**src/rtl/decode_stage_fwd.sv**
```systemverilog
// rtl/decode_stage_fwd.sv - RV32I/RV64I decode stage with operand forwarding and DE->EXE latch
module decode_stage_fwd #(
  parameter int XLEN  = 64,
  parameter int CNT_W = 16
) (
  input  logic             CLK,
  input  logic             RST_N,
  input  logic             DE_V,
  input  logic [31:0]      DE_IR,
  input  logic [XLEN-1:0]  DE_PC,
  input  logic [XLEN-1:0]  DE_NPC,
  input  logic [XLEN-1:0]  RF_RS1_DATA,
  input  logic [XLEN-1:0]  RF_RS2_DATA,
  input  logic [XLEN-1:0]  EXE_FWD_DATA,
  input  logic             MEM_V,
  input  logic             MEM_LD_REG,
  input  logic [4:0]       MEM_DRID,
  input  logic [XLEN-1:0]  MEM_FWD_DATA,
  input  logic             MEM_FWD_RDY,
  input  logic             WB_V,
  input  logic             WB_LD_REG,
  input  logic [4:0]       WB_DRID,
  input  logic [XLEN-1:0]  WB_DATA,
  input  logic             EXE_STALL,
  input  logic             FLUSH,
  output logic [4:0]       DE_RS1_ID,
  output logic [4:0]       DE_RS2_ID,
  output logic             DE_STALL,
  output logic             EXE_V,
  output logic             EXE_ECALL,
  output logic             EXE_ILLEGAL,
  output logic [31:0]      EXE_IR,
  output logic [XLEN-1:0]  EXE_PC,
  output logic [XLEN-1:0]  EXE_NPC,
  output logic [XLEN-1:0]  EXE_ALU_ONE,
  output logic [XLEN-1:0]  EXE_ALU_TWO,
  output logic [XLEN-1:0]  EXE_RS2,
  output logic [4:0]       EXE_DRID,
  output logic             EXE_LD_REG,
  output logic [CNT_W-1:0] STALL_CNT
);

  localparam logic [6:0] OPC_OP       = 7'b0110011;
  localparam logic [6:0] OPC_OP32     = 7'b0111011;
  localparam logic [6:0] OPC_OPIMM    = 7'b0010011;
  localparam logic [6:0] OPC_OPIMM32  = 7'b0011011;
  localparam logic [6:0] OPC_LOAD     = 7'b0000011;
  localparam logic [6:0] OPC_STORE    = 7'b0100011;
  localparam logic [6:0] OPC_BRANCH   = 7'b1100011;
  localparam logic [6:0] OPC_JALR     = 7'b1100111;
  localparam logic [6:0] OPC_SYSTEM   = 7'b1110011;
  localparam logic [6:0] OPC_LUI      = 7'b0110111;
  localparam logic [6:0] OPC_AUIPC    = 7'b0010111;
  localparam logic [6:0] OPC_JAL      = 7'b1101111;
  localparam logic [6:0] OPC_FENCE    = 7'b0001111;

  logic [6:0] opc;
  logic [2:0] f3;
  logic [4:0] rs1_id, rs2_id, rd_id;

  assign opc    = DE_IR[6:0];
  assign f3     = DE_IR[14:12];
  assign rs1_id = DE_IR[19:15];
  assign rs2_id = DE_IR[24:20];
  assign rd_id  = DE_IR[11:7];

  assign DE_RS1_ID = rs1_id;
  assign DE_RS2_ID = rs2_id;

  logic             exe_v_q, exe_ecall_q, exe_illegal_q, exe_ld_reg_q;
  logic [31:0]      exe_ir_q;
  logic [XLEN-1:0]  exe_pc_q, exe_npc_q, exe_alu_one_q, exe_alu_two_q, exe_rs2_q;
  logic [4:0]       exe_drid_q;
  logic [CNT_W-1:0] stall_cnt_q;

  logic             exe_ecall_d, exe_illegal_d, exe_ld_reg_d;
  logic [XLEN-1:0]  exe_alu_one_d, exe_alu_two_d;

  logic rs1_used, rs2_used, legal, writes_rd;

  assign rs1_used = (opc inside {OPC_OP, OPC_OP32, OPC_OPIMM, OPC_OPIMM32, OPC_LOAD,
                                 OPC_STORE, OPC_BRANCH, OPC_JALR})
                  | ((opc == OPC_SYSTEM) & ~f3[2]);
  assign rs2_used = opc inside {OPC_OP, OPC_OP32, OPC_STORE, OPC_BRANCH};

  assign legal = (opc inside {OPC_OP, OPC_OPIMM, OPC_LOAD, OPC_STORE, OPC_BRANCH, OPC_JALR,
                              OPC_SYSTEM, OPC_LUI, OPC_AUIPC, OPC_JAL, OPC_FENCE})
               | ((XLEN == 64) & (opc inside {OPC_OP32, OPC_OPIMM32}));

  assign writes_rd = legal
                   & ((opc inside {OPC_OP, OPC_OP32, OPC_OPIMM, OPC_OPIMM32, OPC_LOAD,
                                   OPC_JALR, OPC_JAL, OPC_LUI, OPC_AUIPC})
                      | ((opc == OPC_SYSTEM) & (f3 != 3'b000)));

  // Forwarding: youngest producer first; x0 never forwards.
  logic exe_hit1, exe_hit2, mem_hit1, mem_hit2, wb_hit1, wb_hit2;
  logic mem_sel1, mem_sel2;
  logic [XLEN-1:0] rs1_val, rs2_val;

  assign exe_hit1 = exe_v_q & exe_ld_reg_q & (exe_drid_q == rs1_id);
  assign exe_hit2 = exe_v_q & exe_ld_reg_q & (exe_drid_q == rs2_id);
  assign mem_hit1 = MEM_V & MEM_LD_REG & (MEM_DRID == rs1_id);
  assign mem_hit2 = MEM_V & MEM_LD_REG & (MEM_DRID == rs2_id);
  assign wb_hit1  = WB_V & WB_LD_REG & (WB_DRID == rs1_id);
  assign wb_hit2  = WB_V & WB_LD_REG & (WB_DRID == rs2_id);

  assign mem_sel1 = (rs1_id != 5'd0) & ~exe_hit1 & mem_hit1;
  assign mem_sel2 = (rs2_id != 5'd0) & ~exe_hit2 & mem_hit2;

  assign rs1_val = (rs1_id == 5'd0) ? '0 :
                   exe_hit1 ? EXE_FWD_DATA :
                   mem_hit1 ? MEM_FWD_DATA :
                   wb_hit1  ? WB_DATA : RF_RS1_DATA;
  assign rs2_val = (rs2_id == 5'd0) ? '0 :
                   exe_hit2 ? EXE_FWD_DATA :
                   mem_hit2 ? MEM_FWD_DATA :
                   wb_hit2  ? WB_DATA : RF_RS2_DATA;

  logic stall_lu, stall_nr, hazard;

  assign stall_lu = DE_V & exe_v_q & exe_ld_reg_q & (exe_ir_q[6:0] == OPC_LOAD)
                  & ((rs1_used & (exe_drid_q == rs1_id)) | (rs2_used & (exe_drid_q == rs2_id)));
  assign stall_nr = DE_V & ~MEM_FWD_RDY & ((rs1_used & mem_sel1) | (rs2_used & mem_sel2));
  assign hazard   = stall_lu | stall_nr;
  assign DE_STALL = hazard | EXE_STALL;

  logic [XLEN-1:0] imm;
  logic            is_shift_imm;

  assign is_shift_imm = (opc inside {OPC_OPIMM, OPC_OPIMM32}) & (f3[1:0] == 2'b01);

  always_comb begin
    imm = XLEN'($signed(DE_IR[31:20]));
    if (is_shift_imm) begin
      if ((XLEN == 64) && (opc == OPC_OPIMM)) imm = XLEN'(DE_IR[25:20]);
      else                                    imm = XLEN'(DE_IR[24:20]);
    end else begin
      case (opc)
        OPC_STORE:          imm = XLEN'($signed({DE_IR[31:25], DE_IR[11:7]}));
        OPC_BRANCH:         imm = XLEN'($signed({DE_IR[31], DE_IR[7], DE_IR[30:25],
                                                 DE_IR[11:8], 1'b0}));
        OPC_LUI, OPC_AUIPC: imm = XLEN'($signed({DE_IR[31:12], 12'b0}));
        OPC_JAL:            imm = XLEN'($signed({DE_IR[31], DE_IR[19:12], DE_IR[20],
                                                 DE_IR[30:21], 1'b0}));
        default:            imm = XLEN'($signed(DE_IR[31:20]));
      endcase
    end
  end

  always_comb begin
    exe_alu_one_d = rs1_val;
    if ((opc == OPC_AUIPC) || (opc == OPC_JAL))    exe_alu_one_d = DE_PC;
    else if (opc == OPC_LUI)                       exe_alu_one_d = '0;
    else if ((opc == OPC_SYSTEM) && f3[2])         exe_alu_one_d = XLEN'(rs1_id);
    exe_alu_two_d = ((opc == OPC_OP) || (opc == OPC_OP32)) ? rs2_val : imm;
    exe_ecall_d   = (DE_IR == 32'h0000_0073);
    exe_illegal_d = ~legal;
    exe_ld_reg_d  = writes_rd & (rd_id != 5'd0);
  end

  always_ff @(posedge CLK) begin
    if (!RST_N) begin
      exe_v_q       <= 1'b0;
      exe_ecall_q   <= 1'b0;
      exe_illegal_q <= 1'b0;
      exe_ld_reg_q  <= 1'b0;
      exe_ir_q      <= '0;
      exe_pc_q      <= '0;
      exe_npc_q     <= '0;
      exe_alu_one_q <= '0;
      exe_alu_two_q <= '0;
      exe_rs2_q     <= '0;
      exe_drid_q    <= '0;
    end else if (FLUSH || (!EXE_STALL && hazard)) begin
      exe_v_q <= 1'b0;
    end else if (!EXE_STALL) begin
      exe_v_q       <= DE_V;
      exe_ecall_q   <= exe_ecall_d;
      exe_illegal_q <= exe_illegal_d;
      exe_ld_reg_q  <= exe_ld_reg_d;
      exe_ir_q      <= DE_IR;
      exe_pc_q      <= DE_PC;
      exe_npc_q     <= DE_NPC;
      exe_alu_one_q <= exe_alu_one_d;
      exe_alu_two_q <= exe_alu_two_d;
      exe_rs2_q     <= rs2_val;
      exe_drid_q    <= rd_id;
    end
  end

  // Only cycles that actually produce a hazard bubble are counted.
  always_ff @(posedge CLK) begin
    if (!RST_N) begin
      stall_cnt_q <= '0;
    end else if (hazard && !FLUSH && !EXE_STALL && (stall_cnt_q != '1)) begin
      stall_cnt_q <= stall_cnt_q + CNT_W'(1);
    end
  end

  assign EXE_V       = exe_v_q;
  assign EXE_ECALL   = exe_ecall_q;
  assign EXE_ILLEGAL = exe_illegal_q;
  assign EXE_IR      = exe_ir_q;
  assign EXE_PC      = exe_pc_q;
  assign EXE_NPC     = exe_npc_q;
  assign EXE_ALU_ONE = exe_alu_one_q;
  assign EXE_ALU_TWO = exe_alu_two_q;
  assign EXE_RS2     = exe_rs2_q;
  assign EXE_DRID    = exe_drid_q;
  assign EXE_LD_REG  = exe_ld_reg_q;
  assign STALL_CNT   = stall_cnt_q;

endmodule

```
**config.mk**
```make
export PLATFORM = sky130hd
export DESIGN_NAME = decode_stage_fwd
export DESIGN_NICKNAME = d
export VERILOG_FILES = /design/src/rtl/decode_stage_fwd.sv
export SDC_FILE = /design/constraint.sdc
export NUM_CORES = 1
export LEC_CHECK = 0
export CAP_MARGIN = 10
export CORE_AREA = 2 2 345 347
export CTS_BUF_LIST = sky130_fd_sc_hd__clkbuf_8
export DETAILED_ROUTE_END_ITERATION = 8
export DIE_AREA = 0 0 347 349
export GPL_ROUTABILITY_DRIVEN = 0
export GPL_TIMING_DRIVEN = 0
export SLEW_MARGIN = 20
export SYNTH_ARGS = -nofsm -noshare
export SYNTH_HDL_FRONTEND = slang
export SYNTH_SLANG_ARGS = --single-unit
export TNS_END_PERCENT = 50
```
**constraint.sdc**
```tcl
create_clock -name CLK -period 2.4 [get_ports CLK]
set_input_delay 0.36 -clock CLK [delete_from_list [all_inputs] [get_ports CLK]]
set_output_delay 0.36 -clock CLK [all_outputs]
set_load 0.01 [all_outputs]
```
==> results of run 1 <==
tightest hold or removal path: stages:
cell and delay [ns]:
buf_2 0.23, nand2_4 0.11, a21oi_2 0.05
synthesized netlist by cell type, types with 5 or more instances:
cell | n | area share [%]
a222oi_1 | 5 | 0.27
xor2_1 | 20 | 0.96
nand4_1 | 8 | 0.27
and2_1 | 9 | 0.31
nand3_1 | 48 | 1.3
and3_1 | 11 | 0.38
xnor2_1 | 11 | 0.53
dfxtp_1 | 372 | 41
o211ai_2 | 8 | 0.55
buf_1 | 7 | 0.14
a211oi_1 | 8 | 0.33
o21ai_1 | 15 | 0.41
o211ai_1 | 21 | 0.86
o21ai_0 | 115 | 3.1
nand3b_1 | 5 | 0.21
o31ai_1 | 5 | 0.21
nor3_1 | 16 | 0.44
buf_2 | 60 | 1.6
o2bb2ai_1 | 59 | 2.8
o221ai_1 | 33 | 1.6
a31oi_1 | 63 | 2.2
mux2i_1 | 135 | 7.4
nand2b_1 | 15 | 0.51
nor2_1 | 83 | 1.7
inv_1 | 42 | 0.86
a21oi_1 | 317 | 8.7
a211o_1 | 5 | 0.24
clkbuf_1 | 103 | 2.1
nor4_1 | 15 | 0.51
nand2_1 | 438 | 9.0
a221oi_1 | 59 | 2.8
buf_4 | 29 | 1.2
buf_6 | 28 | 1.7
or3_1 | 11 | 0.38
power by group through the flow:
stage,registers [W],clock network (W),logic [W]
CTS,0.00668,0.00744,0.00428
floorplan,0.00692,0,0.00104
detailed placement,0.00680,0,0.00372
finish,0.00671,0.00728,0.00470
global route,0.00673,0.00770,0.00487
global placement,0.00679,0,0.00370
flip-flops by register name, indices dropped and copies added, names as in the netlist:
| signal | flops |
|---|---|
| STALL_CNT | 16 |
| EXE_PC | 64 |
| EXE_ECALL | 1 |
| EXE_LD_REG | 1 |
| EXE_ILLEGAL | 1 |
| EXE_NPC | 64 |
| EXE_V | 1 |
| EXE_IR | 32 |
| EXE_ALU_TWO | 64 |
| EXE_RS2 | 64 |
| EXE_ALU_ONE | 64 |
per-stage QoR:
| step | setup slack (ns) | total power, W |
|---|---|---|
| after floorplan | -0.00698 | 0.00795 |
| after global placement | -3.09 | 0.0105 |
| after detailed placement | -3.10 | 0.0105 |
| after CTS | -0.622 | 0.0184 |
| after global routing | -0.624 | 0.0193 |
| final | -0.541 | 0.0187 |
final cells by class:
class,instances,area (µm²),area share (%)
diodes,15,37.5,0.103
inverters,43,161,0.444
repair buffers,1007,11100,30.6
well taps,1536,1920,5.28
multi-input cells,1608,12100,33.2
plain buffers,217,2000,5.51
clock inverters,45,384,1.06
clock buffers,88,1210,3.33
flip-flops and latches,372,7460,20.5
routing by layer:
layer	global-route usage, %	share of wire (%)	vias up
met5	0	0.19	-
met4	8.44	4.0	48
met3	8.80	10	385
met2	39.4	45	1506
met1	30.8	41	11600
li1	-	-	10300
logic make-up (layout without fill, tap and decap cells):
group	after synthesis	in the layout	synth area share, %
XOR/XNOR	31	31	1.48
adder cells (fa/ha/maj)	2	2	0.123
flip-flops	372	372	40.7
buffers and inverters	271	1400	7.72
AND/OR/NAND/NOR	688	688	16.6
other	0	15	0
multiplexers	135	135	7.39
AO/OA/AOI/OAI	752	752	26.0
final timing paths:
| path | cells past startpoint | to |
|---|---|---|
| worst min-delay path | 3 | EXE_IR[16]$_SDFFE_PN0P_ |
| worst max-delay path | 9 | DE_STALL |
| worst max register to register | 12 | EXE_ALU_TWO[5]$_SDFFE_PN0P_ |
| worst min register to register | 2 | EXE_NPC[17]$_SDFFE_PN0P_ |
what timing repair did:
item | in CTS | in global routing
buffers inserted | 62 | 21
setup endpoints to repair | 373 | 372
hold buffers | 12 | 0
gates resized for setup | 453 | 480
pin swaps | 74 | 146
cloned | 23 | 24
endpoints found under the hold margin | 12 | 0
==> out/metrics.yaml, run 1 <==
min_path_type: "in -> reg"
drv_slew: 0
switching_share_pct: 32.0
setup_viol: 369
clockBufferDepth: 3
nets: 3825
grt_max_degree: 13
cts_buffers: 75
antenna_found_initial: 43
rows: 126
regToRegSetupSlack_ns: -0.38
ctsHtreeMaxLevel: 3
power_frac_seq_pct: 35.9
layout_commonest_cell: "clkdlybuf4s50_1"
utilization_pct: 31.0
worstMarginPinSlew_ns: 1.20
globalRouteTotalUtil_pct: 24.7
cp-startpoint: "DE_IR[6]"
port_buffers: 873
synth_ff_type: "dfxtp_1"
finalCritPeriodShare_pct: 123
layout-drive-gt1-share_pct: 24.8
most-common-layout-cells: "872 x clkdlybuf4s50_1, 365 x dfxtp_1, 332 x nand2_1"
fin_area_mm2: 0.0364
critical-path-top-delay-family: "buffers and inverters"
violations: "setup timing"
timing.setup.tns_ns: -83.62
core_mm2: 0.117
grt_pass1_wl_mm: 204
crit_buf_inv: 4
cpMaxStageDelayCell: "clkdlybuf4s50_1"
wirelength_mm: 161
nFillCells: 12200
ys.warnings.count: 0
syn_area_per_cell_um2: 8.12
switching_power_w: 0.00599
ioPinCount: 888
die_h_um: 349
dieArea_mm2: 0.121
async_flop_share_pct: 0
syn_area_mm2: 0.0183
placed_cell_area_mm2: 0.0291
start_util_pct: 15.6
wl_per_cell_um: 32.7
syn_nets: 2752
clk_pin_slew_worst_paths_ns: 0.06
hold_slack_ns: 0.113
cts_tree: "built"
crit_arrival_ns: 2.58
required_ns: 2.04
synth-edff-count: 0
p_leak_nw: 13.9
cp_cell_sequence: "clkdlybuf4s50_1 -> clkbuf_4 -> inv_1 -> a2bb2oi_1 -> o22ai_1 -> a21oi_1 -> o22a_2 -> nand2b_1 -> buf_2"
setup_ws_ns: -0.541
syn_inst: 2251
hold_viol: 0
clock_power_share_pct: 39.0
cpPeakStageDelay_ns: 0.60
grt_pass1_vias: 23000
rsz0062_at_grt: "true"
ant_nets: 0
combPwrFrac_pct: 25.1
synth_seq_cells: 372
finalCriticalPeriod_ns: 2.94
hpwl_mm: 125
cts_sinks: 372
peakVddDrop_uv: 354
ctsRootBufferMaster: "clkbuf_8"
cp_max_fo: 10
crit_path_start_kind: "input pin"
status: "finished with violations"
stdcell_count: 4931
internal-power_w: 0.0127
min-delay-start: "DE_IR[16]"
drc: 0
viasPerCell: 4.83
grt-ovfl-total: 0
fmax_ghz: 0.340
drtPass1Iterations: 7
end_kind: "primary output"
area_growth_pct: 98.9
fin_skew_ns: 0.0235
r2r-start: "EXE_IR[7]$_SDFFE_PN0P_"
drtIter0Drc: 2185
clock_latency_ns: 0.71
path_class: "in -> out"
die_w_um: 347
yosysUniqueCellTypes: 75
dp.cells: 4666
relSlewSlack_pct: 20.0
drv_cap: 0
power.density_mw_per_mm2: 514
vias: 23800
ys_seq_area_share_pct: 40.7
Note: power is estimated with default switching activity, not from simulation.
==> run 2, diff against run 1 <==
Settings changed: CORE_AREA 2 2 345 347 to 2 2 347 349, CTS_BUF_LIST sky130_fd_sc_hd__clkbuf_8 to unset, DIE_AREA 0 0 347 349 to 0 0 349 351.
Clock period 2.4 ns to 3.7 ns, I/O delays scaled along.
==> out/metrics.yaml, run 2 (same netlist as run 1, synthesis figures left out) <==
status: "finished with violations"
violations: "setup timing"
wl_per_cell_um: 31.6
cp_max_fo: 11
power.density_mw_per_mm2: 376
drv_slew: 0
most-common-layout-cells: "872 x clkdlybuf4s50_1, 438 x nand2_1, 368 x dfxtp_1"
wirelength_mm: 152
die_h_um: 351
port_buffers: 873
cts_buffers: 47
reg2reg_depth: 10
min_path_type: "in -> reg"
grt_pass1_wl_mm: 195
globalRouteTotalUtil_pct: 23.5
ioPinCount: 888
cts_tree: "built"
regToRegSetupSlack_ns: 0.17
die_w_um: 349
dieArea_mm2: 0.122
cts_sinks: 372
clockBufferDepth: 3
fin_skew_ns: 0.0254
antenna_found_initial: 34
setup_ws_ns: -0.162
path_class: "in -> reg"
relSlewSlack_pct: 22.7
ctsHtreeMaxLevel: 2
seq_area_mm2: 0.00745
core_mm2: 0.119
drv_cap: 0
hold_slack_ns: 0.286
multi_input_area_mm2: 0.00963
rsz0062_at_grt: "true"
rows: 127
grt-ovfl-total: 0
vias: 22800
drc: 0
finalCritPeriodShare_pct: 104
clk_pin_slew_worst_paths_ns: 0.06
grt_pass1_vias: 21800
worstMarginPinSlew_ns: 1.16
peakVddDrop_uv: 316
grt_max_degree: 15
holdPathStages: 3
nets: 3690
ctsRootBufferMaster: "clkbuf_16"
crit_path_start_kind: "input pin"
finalCriticalPeriod_ns: 3.86
layout_commonest_cell: "clkdlybuf4s50_1"
p_leak_nw: 11.6
viasPerCell: 4.75
start_util_pct: 15.4
hold_path_end: "EXE_IR[4]$_SDFFE_PN0P_"
area_growth_pct: 70.0
setup_viol: 11
drtPass1Iterations: 6
layout-drive-gt1-share_pct: 8.96
ant_nets: 0
fmax_ghz: 0.259
r2r-start: "EXE_IR[8]$_SDFFE_PN0P_"
hpwl_mm: 124
rr_endpoint: "EXE_ALU_TWO[28]$_SDFFE_PN0P_"
nFillCells: 12900
crit_arrival_ns: 4.35
hold_viol: 0
min-delay-start: "DE_IR[4]"
end_kind: "register"
drtIter0Drc: 2174
required_ns: 4.18
power_w: 0.0117
clock_latency_ns: 0.64
-- run 2: cell count changes in the layout (fill, tap and decap cells not counted), sizes merged, moves of 4 or more --
cell         change
buf             -74
clkbuf          -42
inv             -24
dlygate4sd3     -12
diode            +6
clkinv           -4
-- run 2: worst max-delay path by stage --
stage	from	to	slack, ns	cells past startpoint
2_1_floorplan	DE_IR[24]	DE_STALL	1.07	8
3_5_place_dp	DE_IR[3]	EXE_ALU_ONE[11]$_SDFFE_PN0P_	-1.51	11
6_report	MEM_DRID[2]	EXE_ALU_TWO[28]$_SDFFE_PN0P_	-0.16	11
3_3_place_gp	DE_IR[3]	EXE_ALU_ONE[9]$_SDFFE_PN0P_	-2.27	10
5_1_grt	DE_IR[3]	EXE_ALU_ONE[18]$_SDFFE_PN0P_	-0.09	10
4_1_cts	EXE_IR[9]$_SDFFE_PN0P_	DE_STALL	-0.06	8
-- run 2: cell type report --
class	count	share of cell area (%)
well taps	1548	6.23
repair buffers	890	28.9
plain buffers	227	4.11
clock inverters	17	0.845
inverters	43	0.519
flip-flops and latches	372	24.0
diodes	21	0.169
multi-input cells	1608	31.0
clock buffers	67	4.31
-- run 2: power breakdown --
| part | leakage (nW) | switching [W] | internal [W] |
|---|---|---|---|
| Clock | 0.769 | 0.00209 | 0.00282 |
| Sequential | 3.05 | 0.000127 | 0.00421 |
| Combinational | 7.81 | 0.00129 | 0.00114 |
-- run 2: critical path, stage by stage --
cell	delay, ns
clkdlybuf4s50_1	0.46
xor2_1	0.18
nor3_1	0.28
nand4_1	0.20
clkbuf_2	0.36
clkbuf_2	0.50
clkbuf_1	0.56
o21ai_0	0.38
a21oi_1	0.09
a21oi_2	0.61
o211ai_2	0.12
-- run 2: timing repair --
item,CTS,global route
gates resized for setup,24,17
pin swaps,2,2
setup endpoints to repair,80,27
hold buffers,0,0
setup buffers,3,4
-- run 2: per-stage QoR --
step	cell area (µm²)	util [%]	setup slack [ns]	instances	TNS (ns)
after floorplan	18300	-	1.07	2251	0
after global placement	29000	24.3	-2.27	4672	-247.48
after detailed placement	29200	24.5	-1.51	4682	-159.48
after CTS	30900	26.0	-0.0587	4769	-0.0587
after global routing	31000	26.1	-0.0873	4774	-0.507
final	31100	26.1	-0.162	4793	-0.573
-- run 2: layer usage --
layer  track usage (%)  vias to the layer above  part of all wire (%)
li1                  -                     9999                     -
met4              8.70                       12                   3.8
met2              37.4                     1438                    45
met3              6.31                      297                   8.8
met1              30.3                    11000                    42
met5                 0                        -                 0.053
